<file path="src/rtl/digital_clock_alarm.sv">
// Digital clock with alarm: 1 Hz timekeeping, debounced-edge button edits, 12/24h BCD display.
// Display is combinational from registers; button edits land 3 clk after first sample; no backpressure.
module digital_clock_alarm #(
   parameter int TICKS_PER_SEC = 100000000,
   parameter int ALARM_SECS    = 60
) (
   input  logic       clk,
   input  logic       rst,
   input  logic       enable,
   input  logic       mode12,
   input  logic       alarm_set,
   input  logic       alarm_en,
   input  logic       alarm_ack,
   input  logic       hrup,
   input  logic       minup,
   output logic [3:0] s1,
   output logic [3:0] s2,
   output logic [3:0] m1,
   output logic [3:0] m2,
   output logic [3:0] h1,
   output logic [3:0] h2,
   output logic       pm,
   output logic       alarm,
   output logic       tick
);

   localparam int PW = (TICKS_PER_SEC > 2) ? $clog2(TICKS_PER_SEC) : 1;
   localparam int AW = $clog2(ALARM_SECS + 1);
   localparam logic [PW-1:0] PMAX = PW'(TICKS_PER_SEC - 1);
   localparam logic [AW-1:0] ACNT = AW'(ALARM_SECS);

   logic [PW-1:0] presc;
   logic [5:0]    sec, min, al_min;
   logic [4:0]    hour, al_hour;
   logic [1:0]    hr_sync, min_sync;
   logic          hr_prev, min_prev, hr_edge, min_edge;
   logic [AW-1:0] acnt;
   logic          alarm_q;

   logic          tick_raw, time_edit, tick_adv, alarm_hit;
   logic [5:0]    nsec, nmin;
   logic [4:0]    nhour;

   // Buttons are asynchronous: two-flop sync, then a registered rising-edge pulse.
   always_ff @(posedge clk or negedge rst) begin
      if (!rst) begin
         hr_sync  <= '0;
         min_sync <= '0;
         hr_prev  <= 1'b0;
         min_prev <= 1'b0;
         hr_edge  <= 1'b0;
         min_edge <= 1'b0;
      end else begin
         hr_sync  <= {hr_sync[0], hrup};
         min_sync <= {min_sync[0], minup};
         hr_prev  <= hr_sync[1];
         min_prev <= min_sync[1];
         hr_edge  <= hr_sync[1] & ~hr_prev;
         min_edge <= min_sync[1] & ~min_prev;
      end
   end

   always_comb begin
      tick_raw  = enable && (presc == PMAX);
      time_edit = !alarm_set && (min_edge || hr_edge);
      tick_adv  = tick_raw && !time_edit;
      nsec      = (sec == 6'd59) ? 6'd0 : sec + 6'd1;
      nmin      = min;
      nhour     = hour;
      if (sec == 6'd59) begin
         nmin = (min == 6'd59) ? 6'd0 : min + 6'd1;
         if (min == 6'd59)
            nhour = (hour == 5'd23) ? 5'd0 : hour + 5'd1;
      end
      alarm_hit = tick_adv && alarm_en && (nsec == 6'd0) &&
                  (nmin == al_min) && (nhour == al_hour);
   end

   always_ff @(posedge clk or negedge rst) begin
      if (!rst)
         presc <= '0;
      else if (!alarm_set && min_edge)
         presc <= '0;
      else if (enable)
         presc <= (presc == PMAX) ? '0 : presc + PW'(1);
   end

   // A time edit always wins over a coincident tick; minute edits restart the second.
   always_ff @(posedge clk or negedge rst) begin
      if (!rst) begin
         sec  <= '0;
         min  <= '0;
         hour <= '0;
      end else if (!alarm_set && min_edge) begin
         min <= (min == 6'd59) ? 6'd0 : min + 6'd1;
         sec <= '0;
      end else if (!alarm_set && hr_edge) begin
         hour <= (hour == 5'd23) ? 5'd0 : hour + 5'd1;
      end else if (tick_adv) begin
         sec  <= nsec;
         min  <= nmin;
         hour <= nhour;
      end
   end

   always_ff @(posedge clk or negedge rst) begin
      if (!rst) begin
         al_min  <= '0;
         al_hour <= '0;
      end else if (alarm_set && min_edge) begin
         al_min <= (al_min == 6'd59) ? 6'd0 : al_min + 6'd1;
      end else if (alarm_set && hr_edge) begin
         al_hour <= (al_hour == 5'd23) ? 5'd0 : al_hour + 5'd1;
      end
   end

   always_ff @(posedge clk or negedge rst) begin
      if (!rst) begin
         alarm_q <= 1'b0;
         acnt    <= '0;
      end else if (alarm_hit) begin
         alarm_q <= 1'b1;
         acnt    <= ACNT;
      end else if (alarm_q) begin
         if (alarm_ack || !alarm_en) begin
            alarm_q <= 1'b0;
         end else if (tick_raw) begin
            if (acnt == AW'(1))
               alarm_q <= 1'b0;
            acnt <= acnt - AW'(1);
         end
      end
   end

   assign alarm = alarm_q;
   assign tick  = tick_raw;

   function automatic logic [7:0] to_bcd(input logic [5:0] v);
      return {4'(v / 6'd10), 4'(v % 6'd10)};
   endfunction

   logic [4:0] disp_hour, hr_shown;
   logic [5:0] disp_min, disp_sec;
   logic [7:0] sec_bcd, min_bcd, hr_bcd;

   always_comb begin
      disp_hour = alarm_set ? al_hour : hour;
      disp_min  = alarm_set ? al_min : min;
      disp_sec  = alarm_set ? 6'd0 : sec;
      hr_shown  = disp_hour;
      if (mode12) begin
         if (disp_hour == 5'd0)
            hr_shown = 5'd12;
         else if (disp_hour > 5'd12)
            hr_shown = disp_hour - 5'd12;
      end
      pm      = mode12 && (disp_hour >= 5'd12);
      sec_bcd = to_bcd(disp_sec);
      min_bcd = to_bcd(disp_min);
      hr_bcd  = to_bcd({1'b0, hr_shown});
   end

   assign s2 = sec_bcd[7:4];
   assign s1 = sec_bcd[3:0];
   assign m2 = min_bcd[7:4];
   assign m1 = min_bcd[3:0];
   assign h2 = hr_bcd[7:4];
   assign h1 = hr_bcd[3:0];

endmodule

</file>
<file path="config.mk">
export PLATFORM = sky130hd
export DESIGN_NAME = digital_clock_alarm
export DESIGN_NICKNAME = d
export VERILOG_FILES = /design/src/rtl/digital_clock_alarm.sv
export SDC_FILE = /design/constraint.sdc
export NUM_CORES = 1
export LEC_CHECK = 0
export ABC_AREA = 1
export CAP_MARGIN = 10
export CELL_PAD_IN_SITES_DETAIL_PLACEMENT = 0
export CELL_PAD_IN_SITES_GLOBAL_PLACEMENT = 1
export CORE_ASPECT_RATIO = 0.6
export CORE_MARGIN = 2
export CORE_UTILIZATION = 44
export CTS_CLUSTER_DIAMETER = 150
export DETAILED_ROUTE_END_ITERATION = 10
export MAX_ROUTING_LAYER = met4
export PLACE_DENSITY = 0.9
export SLEW_MARGIN = 20
export SYNTH_ARGS = -nofsm -noshare
export SYNTH_HDL_FRONTEND = slang
export SYNTH_SLANG_ARGS = --single-unit
</file>
<file path="constraint.sdc">
create_clock -name clk -period 3.7 [get_ports clk]
set_clock_uncertainty 0.1 [all_clocks]
set_input_delay 0.74 -clock clk [delete_from_list [all_inputs] [get_ports clk]]
set_output_delay 0.74 -clock clk [all_outputs]
set_load 0.05 [all_outputs]
</file>
=== Word level (Yosys, flattened, before mapping) ===
Index checks and enable logic that the tools add are counted.

* Add/subtract/negate cells: 8
* Divide/modulo/power cells: 6
* $lt $le $gt $ge: 2
* Equality and inequality tests: 11
* Mux-type cells: 34
* Bitwise gates (word level): 6
* Reductions and logical operators: 28

{| class="wikitable"
|+ Operators by type and width
! cell !! count
|-
| two-way mux 6 bit || 16
|-
| two-way mux 27 bit || 3
|-
| two-way mux 5 bit || 10
|-
| adder 27 x 1 -> 27 bit, second input constant || 1
|-
| == test 27 bit, second input constant || 1
|-
| adder 6 x 1 -> 6 bit, second input constant || 3
|-
| == test 6 bit, second input constant || 3
|-
| divider 6 x 4 -> 6 bit, second input constant || 2
|-
| logical AND 1 bit || 12
|-
| remainder unit 6 x 4 -> 6 bit, second input constant || 2
|-
| adder 5 x 1 -> 5 bit, second input constant || 2
|-
| == test 5 bit, second input constant || 2
|-
| nonzero test 2 bit || 5
|-
| divider 5 x 4 -> 6 bit, second input constant || 1
|-
| == test 6 x 1 -> 1 bit, second input constant || 1
|-
| == test 6 bit || 1
|-
| logical NOT 6 bit || 1
|-
| remainder unit 5 x 4 -> 6 bit, second input constant || 1
|-
| AND reduction 2 bit || 3
|-
| subtractor 6 x 1 -> 6 bit, second input constant || 1
|-
| == test 5 bit || 1
|-
| >= comparator 5 x 4 -> 1 bit, second input constant || 1
|-
| > comparator 5 x 4 -> 1 bit, second input constant || 1
|-
| logical NOT 5 bit || 1
|-
| 8 further kinds || 20
|}

* Bits in registers: 70
* Input bits: 9
* Output and inout bits: 27
* Logic and storage cells: 109

=== Depth between registers and ports, before layout ===
* Depth in word-level cells: 10
* Depth in mapped cells: 23
* Gate-level depth less buffers: 22

=== Worst setup path before layout ===
No wires, ideal clock.

* Kind: in2out
* From: input alarm_set
* To: output s1[2]
* Data arrival time: 3.309 ns
* Required time: 2.860 ns
* Setup slack: -0.449 ns
* Stages: 13
* Buffers on the path: 1
* Path through: buf_6 -> inv_2 -> nand2_1 -> ha_1 -> o21ai_1 -> nand2_1 -> nand2_2 -> nand2_2 -> nand2_2 -> nor2_2 -> o21ai_4 -> nor2_1 -> a21oi_1

* Cells in the longest elaborated chain, start to end: 2

{| class="wikitable"
|+ RTL lines
! what !! RTL line !! source
|-
| from (decl) || 11 || <nowiki>input logic alarm_set,</nowiki>
|-
| two-way mux 6 bit || 149 || <nowiki>disp_sec = alarm_set ? 6'd0 : sec;</nowiki>
|-
| remainder unit 6 x 4 -> 6 bit || 139 || <nowiki>return {4'(v / 6'd10), 4'(v % 6'd10)};</nowiki>
|-
| to (decl) || 16 || <nowiki>output logic [3:0] s1,</nowiki>
|}

No other way between the ends.

=== Worst setup path in the final report ===
* From: input alarm_set
* To: output h1[3]

* Cells in the longest elaborated chain, start to end: 6

{| class="wikitable"
|+ RTL lines
! what !! RTL line !! source
|-
| two-way mux 5 bit (*) || 147 || <nowiki>disp_hour = alarm_set ? al_hour : hour;</nowiki>
|-
| subtractor 5 x 4 -> 5 bit or > comparator 5 x 4 -> 1 bit (tied branches) || 155, 154 ||
|-
| two-way mux 5 bit || 154 || <nowiki>else if (disp_hour > 5'd12)</nowiki>
|-
| two-way mux 5 bit || 152 || <nowiki>if (disp_hour == 5'd0)</nowiki>
|-
| two-way mux 5 bit (*) || 151 || <nowiki>if (mode12) begin</nowiki>
|-
| remainder unit 5 x 4 -> 6 bit (*) || 139 ||
|-
| to (decl) || 20 || <nowiki>output logic [3:0] h1,</nowiki>
|}

Mark *: on every way between the ends. The rest lies on a longest branch, timed or not.

==> results <==
[logic make-up (layout without fill, tap and decap cells)]
logic type / count (synthesis) / after routing / synth area share
compound gates: 112 / 112 / 0.134
xor+xnor: 25 / 25 / 0.0428
fa+ha+maj: 18 / 18 / 0.0440
buf+inv: 121 / 235 / 0.0982
flops: 70 / 70 / 0.342
mux: 1 / 1 / 0.00196
other cells: 1 / 4 / 0.000732
simple gates: 355 / 355 / 0.337
[Yosys cell counts (all sizes together)]
cell type	instances	area share
nand2	170	0.14
inv	109	0.080
nor2	89	0.084
dfrtp	70	0.34
o21ai	59	0.063
nand3	45	0.051
xor2	24	0.041
nand4	21	0.029
a21oi	20	0.020
nor3	20	0.022
ha	18	0.044
buf	11	0.018
o22ai	7	0.0086
o221ai	5	0.0086
a31oi	4	0.0049
nand3b	4	0.0059
nor4	4	0.0049
a22o	3	0.0051
o21a	3	0.0044
a221oi	2	0.0034
a22oi	2	0.0056
o21bai	2	0.0029
a211oi	1	0.0015
a21boi	1	0.0015
a311oi	1	0.0017
a41oi	1	0.0017
clkinv	1	0.00073
conb	1	0.00073
mux2i	1	0.0020
nor3b	1	0.0015
o211ai	1	0.0015
or2	1	0.0012
xnor2	1	0.0017
[worst paths after layout]
| check | end | startpoint | slack [ns] | cells past startpoint |
|---|---|---|---|---|
| max in group asynchronous | presc[11]$_DFFE_PN0P_ | rst | 2.22 | 2 |
| min in group asynchronous | acnt[0]$_DFFE_PN0P_ | rst | 0.27 | 1 |
| max reg2reg | acnt[0]$_DFFE_PN0P_ | min[0]$_DFFE_PN0P_ | 1.09 | 13 |
| max | h1[3] | alarm_set | -0.27 | 24 |
| min | min_sync[1]$_DFF_PN0_ | min_sync[0]$_DFF_PN0_ | 0.25 | 0 |
| min reg2reg | min_sync[1]$_DFF_PN0_ | min_sync[0]$_DFF_PN0_ | 0.25 | 0 |
[power breakdown]
part           switching (mW)  internal [mW]  total, mW
Clock                   0.330          0.675       1.01
Sequential              0.182          0.885       1.07
Combinational            1.76           1.41       3.17
Total                    2.27           2.97       5.25
[placed cells by master (no fill, tap or decap), types with 12 or more instances in the layout]
cell and n:
nand2_1 119, inv_1 83, dfrtp_1 70, nor2_1 69, buf_4 66, o21ai_0 37, nand3_1 32, nand2_4 26
inv_2 24, nand2_2 24, xor2_1 23, buf_12 22, nand4_1 20, nor3_1 19, a21oi_1 19, o21ai_1 12
ha_1 12
[per-layer routing]
layer,vias up,share of wire
li1,2521,-
met1,2393,0.47
met2,207,0.43
met3,30,0.085
met4,0,0.017
met5,-,0
[repair_timing]
item                                    in CTS  in global routing
hold endpoints to repair                     0                  0
pin swaps                                   39                 33
endpoints found under the setup margin      14                 13
resized for setup                           64                 43
buffers inserted                            19                  9
hold buffers                                 0                  0
[sequential cells by signal, summed over array words and instances, names as in the netlist]
name      cells
presc        27
acnt          6
al_min        6
min           6
sec           6
al_hour       5
hour          5
hr_sync       2
min_sync      2
alarm         1
hr_edge       1
hr_prev       1
min_edge      1
min_prev      1
[layout make-up]
cell class | instances | share of cell area
inverter | 110 | 0.0579
tap | 160 | 0.0277
clock buffer | 10 | 0.0331
sequential | 70 | 0.243
clock inverter | 6 | 0.0151
timing repair buffer | 109 | 0.162
multi-input combinational | 515 | 0.462
[through the flow]
| stage | utilization | TNS, ns |
|---|---|---|
| after floorplan | - | -0.0836 |
| after global placement | 0.552 | -4.97 |
| after detailed placement | 0.552 | -6.05 |
| after CTS | 0.616 | -0.122 |
| after global routing | 0.637 | -1.97 |
| final | 0.637 | -0.919 |
[critical path, cell delays in order]
cell and delay, ns:
buf_8 0.08, buf_6 0.12, nand2_4 0.05, nand2_4 0.10, ha_4 0.14, inv_4 0.04
nor2_4 0.11, nand2_2 0.09, nand3_2 0.10, nand2_2 0.06, nand3_2 0.08, inv_2 0.06
ha_4 0.16, nand2_4 0.06, inv_2 0.03, o211ai_1 0.29, nand2_1 0.13, inv_2 0.08
ha_4 0.12, nand3b_1 0.11, nand2_1 0.07, nand2_2 0.09, nand2_4 0.05, buf_12 0.14
==> metrics.log <==
INFO  metric totalWireLength = 14500 um
INFO  metric core_area = 0.0113 mm2
INFO  metric rows = 30
INFO  metric dp_worst_setup_slack = -0.729 ns
INFO  metric floorplan.initialDensity = 0.452
INFO  metric vias_per_cell = 5.26
INFO  metric number_of_antenna_violations_at_the_first_check_in_global_routing = 0
INFO  metric worst_slew_pin_slew = 0.737 ns
INFO  metric p_leak = approximately 3.4 nW
INFO  metric status = finished with violations
INFO  metric timing_hold_violations_final = 0
INFO  metric peak_usage_layer_in_the_global_routing_report = met1
INFO  metric final_ws_setup = -0.275 ns
INFO  metric power_density_over_the_cells = 727 mW/mm2
INFO  metric slew_violations = 0
INFO  metric cts-root-buf = clkbuf_16
INFO  metric whs = 0.253 ns
INFO  metric number_of_violations_reported_at_the_end_of_detailed_routing_iteration_0 = 502
INFO  metric placed_cells_incl_taps = 939
INFO  metric cts_num_sinks = 70
INFO  metric cap_viol_max_count = 0
INFO  metric ys_seq_area_frac = 0.342
INFO  metric die_x = 143 um
INFO  metric num_antenna_cells = 0
INFO  metric yosys_register_bits = 70
INFO  metric cts_htree_levels = 3
INFO  metric maxClockFrequency = 252 MHz
INFO  metric regArea = 0.00175 mm2
INFO  metric worst_ep_arrival_time = 3.13 ns
INFO  metric drc = 0
INFO  metric placed_area = around 0.0063 mm2
INFO  metric min_period_over_period = 1.07
INFO  metric port_buffers = 31
INFO  metric worst_skew_pair.late_latency = approximately 0.33 ns
INFO  metric layout-area-overhead-vs-synth = 41.0%
INFO  metric die_ar = 0.0125 mm2
INFO  metric final-instance-count-excl-fill = 980
INFO  metric path_class = in -> out
INFO  metric layout-drive-gt1-share = 0.307
INFO  metric yosys_warnings = 0
INFO  metric final_nets = between 800 and 900
INFO  metric synth_area_per_cell = 7.28 um2
INFO  metric pin_count = 36
INFO  metric netlist_instances = 703
INFO  metric non_filler_cell_area_final = a little over 0.007 mm2
INFO  metric syn-cell-area = 0.00512 mm2
INFO  metric pin_count_of_the_biggest_net_entering_global_routing = 49
INFO  metric grt.overflow.total = 0
INFO  metric number_of_buffers_inserted_during_clock_tree_synthesis = 9
INFO  metric drtAntennaViolNets = 0
INFO  metric die-height = 87.6 um
INFO  metric timing.final.crit_period = 3.97 ns
INFO  metric crit_fanout = 4
INFO  metric critical_path_required = 2.86 ns
INFO  metric yosys.cell_types.count = 49
INFO  metric kind_of_start_point_of_the_critical_path = primary input
INFO  metric clkSlewWorstSetupHoldPaths = about 0.050 ns
INFO  metric overall_power_consumption = 5.25 mW
INFO  metric vdd_drop_max = 0.432 mV
INFO  metric place.detailed.hpwl = around 10000 um
INFO  metric grt_use_met3 = 0.0580
INFO  metric grt.met2_usage = 0.338
INFO  metric rsz0062_at_grt = true
INFO  metric relSlewSlack = 0.504
INFO  metric routabilityCongestion = ~0.95
INFO  metric tritoncts_clock_tree = yes
INFO  metric first_global_vias = 4697
INFO  metric multiInputGateArea = ~0.0033 mm2
INFO  metric grt_pass1_wl = 23300 um
INFO  metric setup_viol = 7
INFO  metric detail_route.first_pass.iterations = 5
INFO  metric wl_per_cell = 14.8 um
INFO  metric fillerInstances = 931
INFO  metric hold_class = reg -> reg
INFO  metric grt_use_total = 0.245
INFO  metric route.vias.total = 5151
INFO  metric clock_tree_buffer_depth = 2
INFO  metric setup.worst_path.end_class = primary output
INFO  metric violations = negative setup slack
INFO  metric grtUsageMet1 = 0.358
No activity file was read; power rests on OpenSTA's default activity.
